`src/rtl/alu_pkg.sv`:
```
// Shared definitions for the execute stage: ALU opcodes, i_Ex control-bit
// positions, CCR bit layout and the operand-forwarding mux.
package alu_pkg;

  typedef enum logic [3:0] {
    ALU_PASS1 = 4'd0,
    ALU_NOT   = 4'd1,
    ALU_INC   = 4'd2,
    ALU_DEC   = 4'd3,
    ALU_ADD   = 4'd4,
    ALU_SUB   = 4'd5,
    ALU_AND   = 4'd6,
    ALU_OR    = 4'd7,
    ALU_SHL   = 4'd8,
    ALU_SHR   = 4'd9,
    ALU_SETC  = 4'd10,
    ALU_CLRC  = 4'd11,
    ALU_PASS2 = 4'd12,
    ALU_RSV13 = 4'd13,
    ALU_RSV14 = 4'd14,
    ALU_RSV15 = 4'd15
  } alu_op_e;

  localparam int EX_OP_LSB  = 0;
  localparam int EX_OP_MSB  = 3;
  localparam int EX_IMM_SEL = 4;
  localparam int EX_ST_SEL  = 5;

  localparam int FLAG_Z = 0;
  localparam int FLAG_N = 1;
  localparam int FLAG_C = 2;

  typedef logic [2:0] ccr_t;

  // Memory-buffer forwarding takes priority over write-back buffer.
  function automatic logic [15:0] fwd_sel(
    input logic        mem_en,
    input logic [2:0]  mem_rd,
    input logic [15:0] mem_data,
    input logic        wb_en,
    input logic [2:0]  wb_rd,
    input logic [15:0] wb_data,
    input logic [2:0]  rsrc,
    input logic [15:0] rf_data
  );
    if (mem_en && (mem_rd == rsrc)) return mem_data;
    if (wb_en && (wb_rd == rsrc))   return wb_data;
    return rf_data;
  endfunction

endpackage

```
`src/rtl/alu_core.sv`:
```
// Combinational 16-bit ALU; returns the result and the full next CCR value
// (bits an opcode does not touch are passed through from flags_i).
module alu_core
  import alu_pkg::*;
(
  input  logic [15:0] op1_i,
  input  logic [15:0] op2_i,
  input  alu_op_e     alu_op_i,
  input  ccr_t        flags_i,
  output logic [15:0] result_o,
  output ccr_t        flags_o
);

  logic [3:0]  sh_amt;
  logic [16:0] shl_w;
  logic [16:0] shr_w;
  logic [16:0] wide;
  logic        carry;
  logic        upd_zn;

  // The extra bit on each shifter catches the last bit shifted out.
  assign sh_amt = op2_i[3:0];
  assign shl_w  = {1'b0, op1_i} << sh_amt;
  assign shr_w  = {op1_i, 1'b0} >> sh_amt;

  always_comb begin
    wide   = {1'b0, op1_i};
    carry  = flags_i[FLAG_C];
    upd_zn = 1'b1;
    case (alu_op_i)
      ALU_NOT: wide = {1'b0, ~op1_i};
      ALU_INC: begin
        wide  = {1'b0, op1_i} + 17'd1;
        carry = wide[16];
      end
      ALU_DEC: begin
        wide  = {1'b0, op1_i} - 17'd1;
        carry = (op1_i == 16'h0000);
      end
      ALU_ADD: begin
        wide  = {1'b0, op1_i} + {1'b0, op2_i};
        carry = wide[16];
      end
      ALU_SUB: begin
        wide  = {1'b0, op1_i} - {1'b0, op2_i};
        carry = (op1_i < op2_i);
      end
      ALU_AND: wide = {1'b0, op1_i & op2_i};
      ALU_OR:  wide = {1'b0, op1_i | op2_i};
      ALU_SHL: begin
        wide = {1'b0, shl_w[15:0]};
        if (sh_amt != 4'd0) carry = shl_w[16];
      end
      ALU_SHR: begin
        wide = {1'b0, shr_w[16:1]};
        if (sh_amt != 4'd0) carry = shr_w[0];
      end
      ALU_SETC: begin
        carry  = 1'b1;
        upd_zn = 1'b0;
      end
      ALU_CLRC: begin
        carry  = 1'b0;
        upd_zn = 1'b0;
      end
      ALU_PASS2: wide = {1'b0, op2_i};
      default:   upd_zn = 1'b0;
    endcase

    result_o        = wide[15:0];
    flags_o         = flags_i;
    flags_o[FLAG_C] = carry;
    if (upd_zn) begin
      flags_o[FLAG_Z] = (wide[15:0] == 16'h0000);
      flags_o[FLAG_N] = wide[15];
    end
  end

endmodule

```
`src/rtl/alu_stage.sv`:
```
// Execute pipeline stage: operand forwarding, ALU, condition-code register
// with interrupt save/restore, and the execute/memory pipeline register.
module alu_stage
  import alu_pkg::*;
#(
  parameter int WbSize  = 2,
  parameter int MemSize = 9,
  parameter int ExSize  = 14
) (
  input  logic               clk,
  input  logic               rst,
  input  logic               enable,
  input  logic               flush,
  input  logic [WbSize-1:0]  i_WB,
  input  logic [MemSize-1:0] i_Mem,
  input  logic [31:0]        i_pc,
  input  logic [2:0]         i_Rdst,
  input  logic               i_output_write,
  input  logic [ExSize-1:0]  i_Ex,
  input  logic               i_chg_flag,
  input  logic [2:0]         i_Rsrc1,
  input  logic [2:0]         i_Rsrc2,
  input  logic [15:0]        i_read_data1,
  input  logic [15:0]        i_read_data2,
  input  logic [15:0]        i_immd,
  input  logic               i_fw_mem_en,
  input  logic [2:0]         i_fw_mem_rd,
  input  logic [15:0]        i_fw_mem_data,
  input  logic               i_fw_wb_en,
  input  logic [2:0]         i_fw_wb_rd,
  input  logic [15:0]        i_fw_wb_data,
  input  logic               i_flag_save,
  input  logic               i_flag_restore,
  output logic [WbSize-1:0]  o_WB,
  output logic [MemSize-1:0] o_Mem,
  output logic [31:0]        o_pc,
  output logic [2:0]         o_Rdst,
  output logic               o_output_write,
  output logic [15:0]        o_alu_result,
  output logic [15:0]        o_store_data,
  output logic [2:0]         o_flags
);

  logic [15:0] op1, op2_fwd, op2, store_data, alu_result;
  ccr_t        alu_flags;
  alu_op_e     alu_op;
  logic        unused_ex;

  logic [WbSize-1:0]  wb_q, wb_d;
  logic [MemSize-1:0] mem_q, mem_d;
  logic [31:0]        pc_q, pc_d;
  logic [2:0]         rdst_q, rdst_d;
  logic               ow_q, ow_d;
  logic [15:0]        result_q, result_d, store_q, store_d;
  ccr_t               ccr_q, ccr_d, saved_q, saved_d;

  assign op1 = fwd_sel(i_fw_mem_en, i_fw_mem_rd, i_fw_mem_data,
                       i_fw_wb_en, i_fw_wb_rd, i_fw_wb_data, i_Rsrc1, i_read_data1);
  assign op2_fwd = fwd_sel(i_fw_mem_en, i_fw_mem_rd, i_fw_mem_data,
                           i_fw_wb_en, i_fw_wb_rd, i_fw_wb_data, i_Rsrc2, i_read_data2);
  assign op2        = i_Ex[EX_IMM_SEL] ? i_immd : op2_fwd;
  assign store_data = i_Ex[EX_ST_SEL] ? op2_fwd : op1;
  assign alu_op     = alu_op_e'(i_Ex[EX_OP_MSB:EX_OP_LSB]);
  assign unused_ex  = ^i_Ex[ExSize-1:EX_ST_SEL+1];

  alu_core u_alu_core (
    .op1_i    (op1),
    .op2_i    (op2),
    .alu_op_i (alu_op),
    .flags_i  (ccr_q),
    .result_o (alu_result),
    .flags_o  (alu_flags)
  );

  // A bubble still carries pc/result through but cannot write or touch flags.
  always_comb begin
    wb_d     = wb_q;
    mem_d    = mem_q;
    pc_d     = pc_q;
    rdst_d   = rdst_q;
    ow_d     = ow_q;
    result_d = result_q;
    store_d  = store_q;
    ccr_d    = ccr_q;
    saved_d  = saved_q;
    if (enable) begin
      pc_d     = i_pc;
      rdst_d   = i_Rdst;
      result_d = alu_result;
      store_d  = store_data;
      if (flush) begin
        wb_d  = '0;
        mem_d = '0;
        ow_d  = 1'b0;
      end else begin
        wb_d  = i_WB;
        mem_d = i_Mem;
        ow_d  = i_output_write;
        if (i_flag_restore)  ccr_d = saved_q;
        else if (i_chg_flag) ccr_d = alu_flags;
        if (i_flag_save && !i_flag_restore) saved_d = ccr_q;
      end
    end
  end

  always_ff @(negedge clk or negedge rst) begin
    if (!rst) begin
      wb_q     <= '0;
      mem_q    <= '0;
      pc_q     <= '0;
      rdst_q   <= '0;
      ow_q     <= 1'b0;
      result_q <= '0;
      store_q  <= '0;
      ccr_q    <= '0;
      saved_q  <= '0;
    end else begin
      wb_q     <= wb_d;
      mem_q    <= mem_d;
      pc_q     <= pc_d;
      rdst_q   <= rdst_d;
      ow_q     <= ow_d;
      result_q <= result_d;
      store_q  <= store_d;
      ccr_q    <= ccr_d;
      saved_q  <= saved_d;
    end
  end

  assign o_WB           = wb_q;
  assign o_Mem          = mem_q;
  assign o_pc           = pc_q;
  assign o_Rdst         = rdst_q;
  assign o_output_write = ow_q;
  assign o_alu_result   = result_q;
  assign o_store_data   = store_q;
  assign o_flags        = ccr_q;

endmodule

```
`config.mk`:
```
export PLATFORM = sky130hd
export DESIGN_NAME = alu_stage
export DESIGN_NICKNAME = d
export VERILOG_FILES = /design/src/rtl/alu_pkg.sv /design/src/rtl/alu_core.sv /design/src/rtl/alu_stage.sv
export SDC_FILE = /design/constraint.sdc
export NUM_CORES = 1
export LEC_CHECK = 0
export ABC_AREA = 1
export CAP_MARGIN = 20
export CORE_UTILIZATION = 35
export CTS_BUF_LIST = sky130_fd_sc_hd__clkbuf_8 sky130_fd_sc_hd__clkbuf_16
export DETAILED_ROUTE_END_ITERATION = 8
export DONT_BUFFER_PORTS = 1
export PLACE_DENSITY = 0.58
export SYNTH_ARGS = -nofsm -noshare
export SYNTH_HDL_FRONTEND = slang
export SYNTH_SLANG_ARGS = --single-unit
```
`constraint.sdc`:
```
create_clock -name clk -period 2.4 [get_ports clk]
set_clock_uncertainty 0.15 [all_clocks]
set_input_delay 0.36 -clock clk [delete_from_list [all_inputs] [get_ports clk]]
set_output_delay 0.36 -clock clk [all_outputs]
set_load 0.005 [all_outputs]
```
==> results of run 1 <==
-- worst paths after layout --
| path | start | endpoint | slack, ns |
|---|---|---|---|
| setup / recovery | i_fw_mem_rd[1] | o_flags[0] | -2.29 |
| hold reg to reg | saved_q[1] | saved_q[1] | 0.29 |
| hold / removal | saved_q[1] | saved_q[1] | 0.29 |
| max in group asynchronous | rst | o_store_data[15] | 1.28 |
| min in group asynchronous | rst | o_alu_result[1] | 0.65 |
| setup reg to reg | o_flags[0] | saved_q[0] | 1.37 |
-- per-layer routing --
layer / share of wire [%] / wire, um / track usage (%) / vias to the layer above
li1: - / - / - / 6583
met1: 39 / 21770 / 43.46 / 6840
met2: 45 / 24590 / 53.37 / 921
met3: 10 / 5773 / 5.927 / 219
met4: 5.6 / 3092 / 14.11 / 2
met5: 0.024 / 13 / 0 / -
-- power breakdown --
group / total, uW / internal (uW) / leakage, uW / switching (uW)
Combinational: 4900 / 2180 / 0.00718 / 2710
Sequential: 1790 / 1640 / 0.00105 / 159
Clock: 1430 / 865 / 0.000154 / 562
Total: 8120 / 4680 / 0.00837 / 3430
-- cells by family (layout without fill, tap and decap cells) --
group | Yosys count | count (layout) | synth area share (%)
AOI/OAI and AO/OA | 196 | 196 | 11.40
xor gates and xnor gates | 6 | 6 | 0.5069
adders and majority gates | 56 | 56 | 6.831
buffers and inverters | 236 | 650 | 9.534
DFF | 85 | 85 | 20.52
muxes | 2 | 2 | 0.2172
other | 0 | 3 | 0
and+or+nand+nor | 1171 | 1171 | 50.99
-- registers in the layout, indices dropped and copies added, names as in the netlist --
signal	flops
o_pc	32
o_alu_result	16
o_store_data	16
o_Mem	9
o_Rdst	3
o_flags	3
saved_q	3
o_WB	2
o_output_write	1
-- placed cells by master (no fill, tap or decap), types with 5 or more instances in the layout --
cell type	n
nand2_2	78
inv_4	13
or2_2	18
nand3_2	53
o21ai_4	8
nand4_1	27
buf_6	67
o22ai_1	5
nor2_4	24
nand3b_1	5
a21oi_4	9
a21oi_2	11
ha_4	22
nor2_2	18
inv_2	23
clkbuf_16	10
nand3_4	29
a21oi_1	24
nor2_1	117
a22o_1	12
inv_8	5
buf_12	24
nand3_1	229
buf_4	367
inv_1	116
ha_1	30
o211ai_1	19
buf_8	9
o21ai_1	27
inv_6	5
nor3_2	5
nand2_4	47
nand2_1	502
dfrtn_1	85
o21ai_0	28
o21ai_2	23
nor3_1	7
-- cell type report --
class,instances,area (sq um)
fill,2623,11940
sequential,85,2127
clock buffer,11,252.7
antenna,3,7.507
timing repair buffer,471,4210
tap,384,480.5
inverter,163,718.2
multi-input combinational,1431,9136
clock inverter,5,58.81
-- stage by stage --
stage	cells	area, sq um	setup WS [ns]
final	2553	16990	-2.291
after floorplan	1752	10960	-2.157
after global placement	2445	13910	-2.605
after detailed placement	2445	13910	-2.703
after global routing	2551	16990	-2.468
after CTS	2503	15620	-2.069
-- repair_timing --
item | in CTS | in global routing
pin swaps | 79 | 171
setup buffers | 40 | 57
endpoints found under the setup margin | 117 | 117
resized for setup | 268 | 232
endpoints found under the hold margin | 0 | 0
hold buffers | 0 | 0
gates cloned | 2 | 2
-- critical path, delay by kind of cell --
family | cells | cell delay [ns]
buffers and inverters | 5 | 0.56
adders and majority gates | 1 | 0.16
and+or+nand+nor | 17 | 1.51
AOI/OAI and AO/OA | 6 | 0.91
==> reports/qor.yml, run 1 <==
syn_nets: 1970
yosys-top-cells-area: "nand2_1 (21%), dfrtn_1 (21%), nand3_1 (14%)"
report.final.setup_viol: 117
die_area_sq_mm: 0.03031
die_w_um: 174.1
clk_pin_slew_ns: 0.05
drive_gt1_share_pct: 41.69
crit_slowest_cell: "a31oi_1"
clkLatencyLatePin_ns: 0.34
first_pass_iters: 6
cts.sinks: 85
yosysMostFrequentCell: "nand2_1"
ir_drop_mv: 0.3721
drtIter0Drc: 1507
antenna_left: 0
slowest_delay_ns: 0.29
power.total_uw: 8116
violations: "setup timing"
rows: 62
drcViolationCount: 0
run_status: "finished, violations left"
rsz0062_at_grt: "yes"
reg2reg_depth: 1
start_util_pct: 35.83
grt_max_degree: 86
holdPathStages: 2
critical_path_arrival_ns: 3.52
hold_viol: 0
syn2layout_area_growth_pct: 63.89
grt_pass1_vias: 13389
io_buffers: 0
end_kind: "flip-flop"
p_per_area_mw_per_mm2: 477.7
worstPathRequired_ns: 1.23
wire_per_inst_um: 21.64
synth_common_cells: "nand2_1 (590), nand3_1 (298), inv_1 (151)"
syn_inst: 1752
max_cap_violations: 0
h-tree-depth: 3
root_buffer: "clkbuf_16"
grt_pass1_wl_um: 77600
fin_ws_ns: -2.291
vias: 14565
antenna_found_initial: 3
cts_max_path_buffers: 2
netlist-cell-type-count: 56
wl_um: 55240
fin_util_pct: 58.72
avgSynthCellArea_sq_um: 5.917
yosys_warnings: 0
ys_ff_latch: 85
netlist.area_leader.share_pct: 21.36
gp_congestion: 1.066
synth_largest_area_cell: "nand2_1"
vias_per_cell: 5.705
finalSetupTns_ns: -55.95
synth_ff_type: "dfrtn_1"
syn_area_sq_mm: 0.01037
worstSetupStartpointType: "input port"
top_level_ports: 244
worst-setup-path-type: "in2reg"
synth_edf_count: 0
dieHeight_um: 174.1
crit_top_cell: "nand2_1"
hold-worst-slack_ns: 0.2923
core-area_sq_mm: 0.02894
seq_area_frac_synth_pct: 20.52
power_leakage_uw: 0.008375
final_nets: 2379
min_path_type: "reg2reg"
async_reset_ff_share_pct: 100.0
cts_made_buffers: 9
path_max_fanout: 7
worst_slew_pin_slew_ns: 0.5786
cts_tree: "yes"
slew_headroom_pct: 61.29
dp_hpwl_um: 40730
report.final.slew_viol_count: 0
grt_overflow: 0
grt_util_all_layers_pct: 33.17
Power figures use the tool's default switching activity.
==> run 2: changes to the inputs <==
==> constraint.sdc (replaced) <==
create_clock -name clk -period 2.4 [get_ports clk]
set_clock_uncertainty 0.15 [all_clocks]
set_input_delay 0.36 -clock clk [delete_from_list [all_inputs] [get_ports clk]]
set_output_delay 0.36 -clock clk [all_outputs]
set_load 0.02 [all_outputs]
==> run 2 against run 1 <==
Effect of this change:
- the flow still finishes with violations (setup timing)
- non-clock buffer count is 3 lower
- clock-buffer cell count is 1 lower
- global-route usage is 0.63 points higher
- register-to-register slack worse by 0.04 ns
- worst hold slack better by 0.018 ns
- total power is 1.6% higher
==> reports/qor.yml, run 2 (synthesis results as in run 1) <==
run_status: "finished, violations left"
violations: "setup timing"
io_buffers: 0
mostFrequentLayoutCells: "nand2_1 (515), buf_4 (381), nand3_1 (237), inv_1 (123), nor2_1 (110)"
drtIter0Drc: 1534
clk_pin_slew_ns: 0.05
first_pass_iters: 6
dp_cells: 2460
worstSetupStartpointType: "input port"
rsz0062_at_grt: "yes"
slew_headroom_pct: 57.36
fin_util_pct: 57.29
final_nets: 2377
syn2layout_area_growth_pct: 59.90
final_common_cell: "nand2_1"
grt_pass1_wl_um: 78230
end_kind: "flip-flop"
cts.sinks: 85
hold-worst-slack_ns: 0.3101
rows: 62
top_level_ports: 244
die_area_sq_mm: 0.03031
fillers: 2690
dp_worst_setup_slack_ns: -2.786
worst-setup-path-type: "in2reg"
grt_overflow: 0
cp_num_buf_inv: 3
root_buffer: "clkbuf_16"
dp_hpwl_um: 41480
hold_buffers: 0
seq_power_share_pct: 24.1
wl_um: 53460
p_int_uw: 4749
drcViolationCount: 0
finalSetupTns_ns: -62.78
cts_tree: "yes"
crit_top_cell: "nand2_2"
grt_pass1_vias: 13339
worstPathRequired_ns: 1.42
power_leakage_uw: 0.008306
cts_made_buffers: 9
gp_congestion: 0.9954
max_cap_violations: 0
power_frac_comb_pct: 56.7
p_clk_share_pct: 19.2
h-tree-depth: 3
largest_reg_flops: 32
crit_family: "simple AND/OR/NAND/NOR gates"
p_sw_uw: 3498
dieHeight_um: 174.1
antenna_left: 0
final_cells: 2549
ir_drop_mv: 0.2754
start_util_pct: 35.83
drive_gt1_share_pct: 40.16
min_path_type: "reg2reg"
fin_ws_ns: -2.206
die_w_um: 174.1
grt_max_degree: 86
path_max_fanout: 6
slowest_delay_ns: 0.27
report.final.slew_viol_count: 0
crit_slowest_cell: "nor2_2"
core-area_sq_mm: 0.02894
hold_viol: 0
critical_path_arrival_ns: 3.63
netSwitchingFraction_pct: 42.41
worst_slew_pin_slew_ns: 0.6329
grt_util_all_layers_pct: 33.81
p_per_area_mw_per_mm2: 497.5
vias_per_cell: 5.515
vias: 14059
report.final.setup_viol: 117
antenna_found_initial: 1
clkLatencyLatePin_ns: 0.34
cts_max_path_buffers: 2
wire_per_inst_um: 20.97
## run 2: cell types whose count changed in the layout (fill, tap and decap cells not counted), moves of 7 or more
cell,change
ha_1,+9
buf_4,+14
nand2_2,-15
ha_4,-7
nand3_1,+8
nand3_4,-16
a21oi_2,+8
nand2_1,+13
nand3_2,+8
buf_6,-15
inv_1,+7
nor2_1,-7
## run 2: final timing paths
path / startpoint / to / slack (ns) / depth (start not counted)
setup / recovery: i_Rsrc1[2] / o_flags[0] / -2.21 / 28
hold / removal: saved_q[2] / saved_q[2] / 0.31 / 1
setup reg to reg: o_flags[0] / saved_q[0] / 1.33 / 1
hold reg to reg: saved_q[2] / saved_q[2] / 0.31 / 1
max in group asynchronous: rst / o_store_data[14] / 1.29 / 0
min in group asynchronous: rst / o_alu_result[5] / 0.65 / 0
## run 2: layout make-up
cell class / instances / area [sq um] / area share [%]
diodes: 1 / 2.502 / 0.01510
clock buffers: 10 / 239.0 / 1.442
clock inverters: 6 / 111.4 / 0.6718
inverters: 163 / 710.7 / 4.287
multi-input cells: 1432 / 8815 / 53.17
flip-flops and latches: 85 / 2127 / 12.83
well taps: 384 / 480.5 / 2.898
repair buffers: 468 / 4091 / 24.68
## run 2: power by group through the flow
| stage | Combinational (uW) | Clock (uW) | Sequential, uW |
|---|---|---|---|
| final | 4680 | 1580 | 1990 |
| after global routing | 4990 | 1670 | 2010 |
| after CTS | 4290 | 1610 | 1990 |
| after detailed placement | 3740 | 0 | 2010 |
| after global placement | 3720 | 0 | 2010 |
| after floorplan | 2050 | 0 | 1950 |
## run 2: routing by layer
| metal | vias up | share of wire, % | routed length (um) | global-route usage [%] |
|---|---|---|---|---|
| met2 | 764 | 45 | 24090 | 55.08 |
| met4 | 0 | 5.0 | 2664 | 14.80 |
| met3 | 146 | 8.6 | 4601 | 4.353 |
| li1 | 6577 | - | - | - |
| met1 | 6572 | 41 | 22110 | 44.63 |
| met5 | - | 0 | 0 | 0 |
## run 2: metrics by stage
| stage | area (sq um) | power (uW) |
|---|---|---|
| after floorplan | 10940 | 4006 |
| after global placement | 13990 | 5730 |
| after detailed placement | 13990 | 5750 |
| after CTS | 15830 | 7889 |
| after global routing | 16580 | 8667 |
| final | 16580 | 8247 |
## run 2: what timing repair did
item                                    CTS  global route
cloned                                    3             0
endpoints found under the setup margin  117           117
buffers inserted                         51            26
gates resized for setup                 268           148
pin swaps                               100           115
==> run 3: changes to the inputs <==
- GPL_TIMING_DRIVEN: not set -> 0
==> run 3 against run 2 <==
Effect of this change:
- the flow still finishes with violations (setup timing)
- clock-buffer cell count shrank 1
- register-to-register slack gained 0.02 ns
- wire length shrank 3.6%
- sequential share of layout area grew 2.5 points
- non-clock buffer count shrank 282
- clock power shrank 15%
- sequential cell count is the same
- design area shrank 16%
- first-iteration DRC count shrank 2.4%
- total power shrank 13%
- critical path type unchanged
- critical endpoint unchanged
==> reports/qor.yml, run 3 (synthesis results as in run 1) <==
run_status: "finished, violations left"
violations: "setup timing"
cts_max_path_buffers: 2
root_buffer: "clkbuf_16"
dieHeight_um: 174.1
crit_slowest_cell: "ha_4"
io_buffers: 0
end_kind: "flip-flop"
critical_path_arrival_ns: 3.89
antenna_found_initial: 3
antenna_left: 0
syn2layout_area_growth_pct: 33.86
power.total_uw: 7135
h-tree-depth: 3
ir_drop_mv: 0.3511
clkLatencyLatePin_ns: 0.33
report.final.slew_viol_count: 0
vias_per_cell: 5.860
power_frac_comb_pct: 53.2
die_w_um: 174.1
power_leakage_uw: 0.006721
worst-setup-path-type: "in2reg"
p_clk_share_pct: 18.9
vias: 13291
grt_overflow: 0
min_path_type: "reg2reg"
fin_ws_ns: -2.478
final_common_cell: "nand2_1"
rows: 62
worstSetupStartpointType: "input port"
crit_top_cell: "nand3_2"
worst_slew_pin_slew_ns: 1.075
hold_buffers: 0
r2r-start: "o_flags[0]"
first_pass_iters: 7
hp-start: "saved_q[1]"
slowest_delay_ns: 0.23
cp_num_buf_inv: 5
cts_made_buffers: 9
final_nets: 2094
drive_gt1_share_pct: 28.34
dp_cells: 2136
cts.sinks: 85
netSwitchingFraction_pct: 46.57
wire_per_inst_um: 22.73
hold_viol: 0
worstPathRequired_ns: 1.41
path_max_fanout: 8
grt_pass1_wl_um: 74300
p_per_area_mw_per_mm2: 514.1
cts_tree: "yes"
rsz0062_at_grt: "yes"
final_cells: 2268
start_util_pct: 35.83
grt_max_degree: 86
dp_hpwl_um: 38960
top_level_ports: 244
die_area_sq_mm: 0.03031
p_int_uw: 3812
drtIter0Drc: 1497
report.final.setup_viol: 117
drcViolationCount: 0
clk_pin_slew_ns: 0.05
slew_headroom_pct: 28.09
grt_util_all_layers_pct: 32.18
grt_pass1_vias: 12231
gp_congestion: 1.046
largest_reg_flops: 32
cp-startpoint: "i_Rsrc2[1]"
dp_worst_setup_slack_ns: -3.220
crit_family: "simple AND/OR/NAND/NOR gates"
seq_power_share_pct: 27.9
core-area_sq_mm: 0.02894
p_sw_uw: 3323
wl_um: 51560
max_cap_violations: 0
mostFrequentLayoutCells: "nand2_1 (518), nand3_1 (250), inv_1 (127), nor2_1 (115), buf_4 (99)"
-- run 3: metrics by stage --
step	TNS (ns)	instance area (sq um)	utilization (%)	hold slack, ns
CTS	-60.42	12980	44.85	0.2877
floorplan	-44.40	10940	-	0.2585
finish	-62.12	13880	47.96	0.2871
global placement	-72.97	11420	39.48	0.2735
detailed placement	-74.01	11420	39.48	0.2811
global route	-66.98	13870	47.95	0.3092
-- run 3: power groups by stage --
stage / logic (uW) / clock network [uW] / registers (uW)
6_report: 3800 / 1350 / 1990
5_1_grt: 4050 / 1440 / 2010
3_3_place_gp: 2860 / 0 / 2010
2_1_floorplan: 2050 / 0 / 1950
3_5_place_dp: 2870 / 0 / 2010
4_1_cts: 3340 / 1390 / 1990
-- run 3: final cells by class --
| class | count | area (sq um) |
|---|---|---|
| diodes | 3 | 7.507 |
| plain buffers | 72 | 658.1 |
| clock buffers | 9 | 225.2 |
| clock inverters | 7 | 66.31 |
| fillers | 2957 | 15060 |
| inverters | 163 | 706.9 |
| multi-input cells | 1431 | 8618 |
| flip-flops and latches | 85 | 2127 |
| well taps | 384 | 480.5 |
| repair buffers | 114 | 988.4 |
-- run 3: path summary, 6_finish.rpt --
path | cells after the start | to | slack [ns]
worst min register to register | 2 | saved_q[1] | 0.29
worst max register to register | 1 | saved_q[0] | 1.35
min in group asynchronous | 0 | o_flags[2] | 0.66
worst min-delay path | 2 | saved_q[1] | 0.29
worst max-delay path | 30 | o_flags[0] | -2.48
max in group asynchronous | 0 | o_store_data[8] | 1.26
-- run 3: what timing repair did --
item	CTS	global route
buffers inserted	66	46
cloned	2	2
endpoints found under the setup margin	117	117
resized for setup	186	141
pin swaps	75	87
-- run 3: routing by layer --
layer	wire length, um	GRT usage, %	up-vias
met4	2239	13.27	0
met2	23020	51.35	884
met1	19940	41.42	6254
met5	0	0	-
met3	6355	7.743	142
li1	-	-	6011
-- run 3: tightest hold or removal path, stage by stage, from the launching register on --
cell	delay, ns
dfrtn_1	0.40
nand2_1	0.05
o21ai_0	0.06
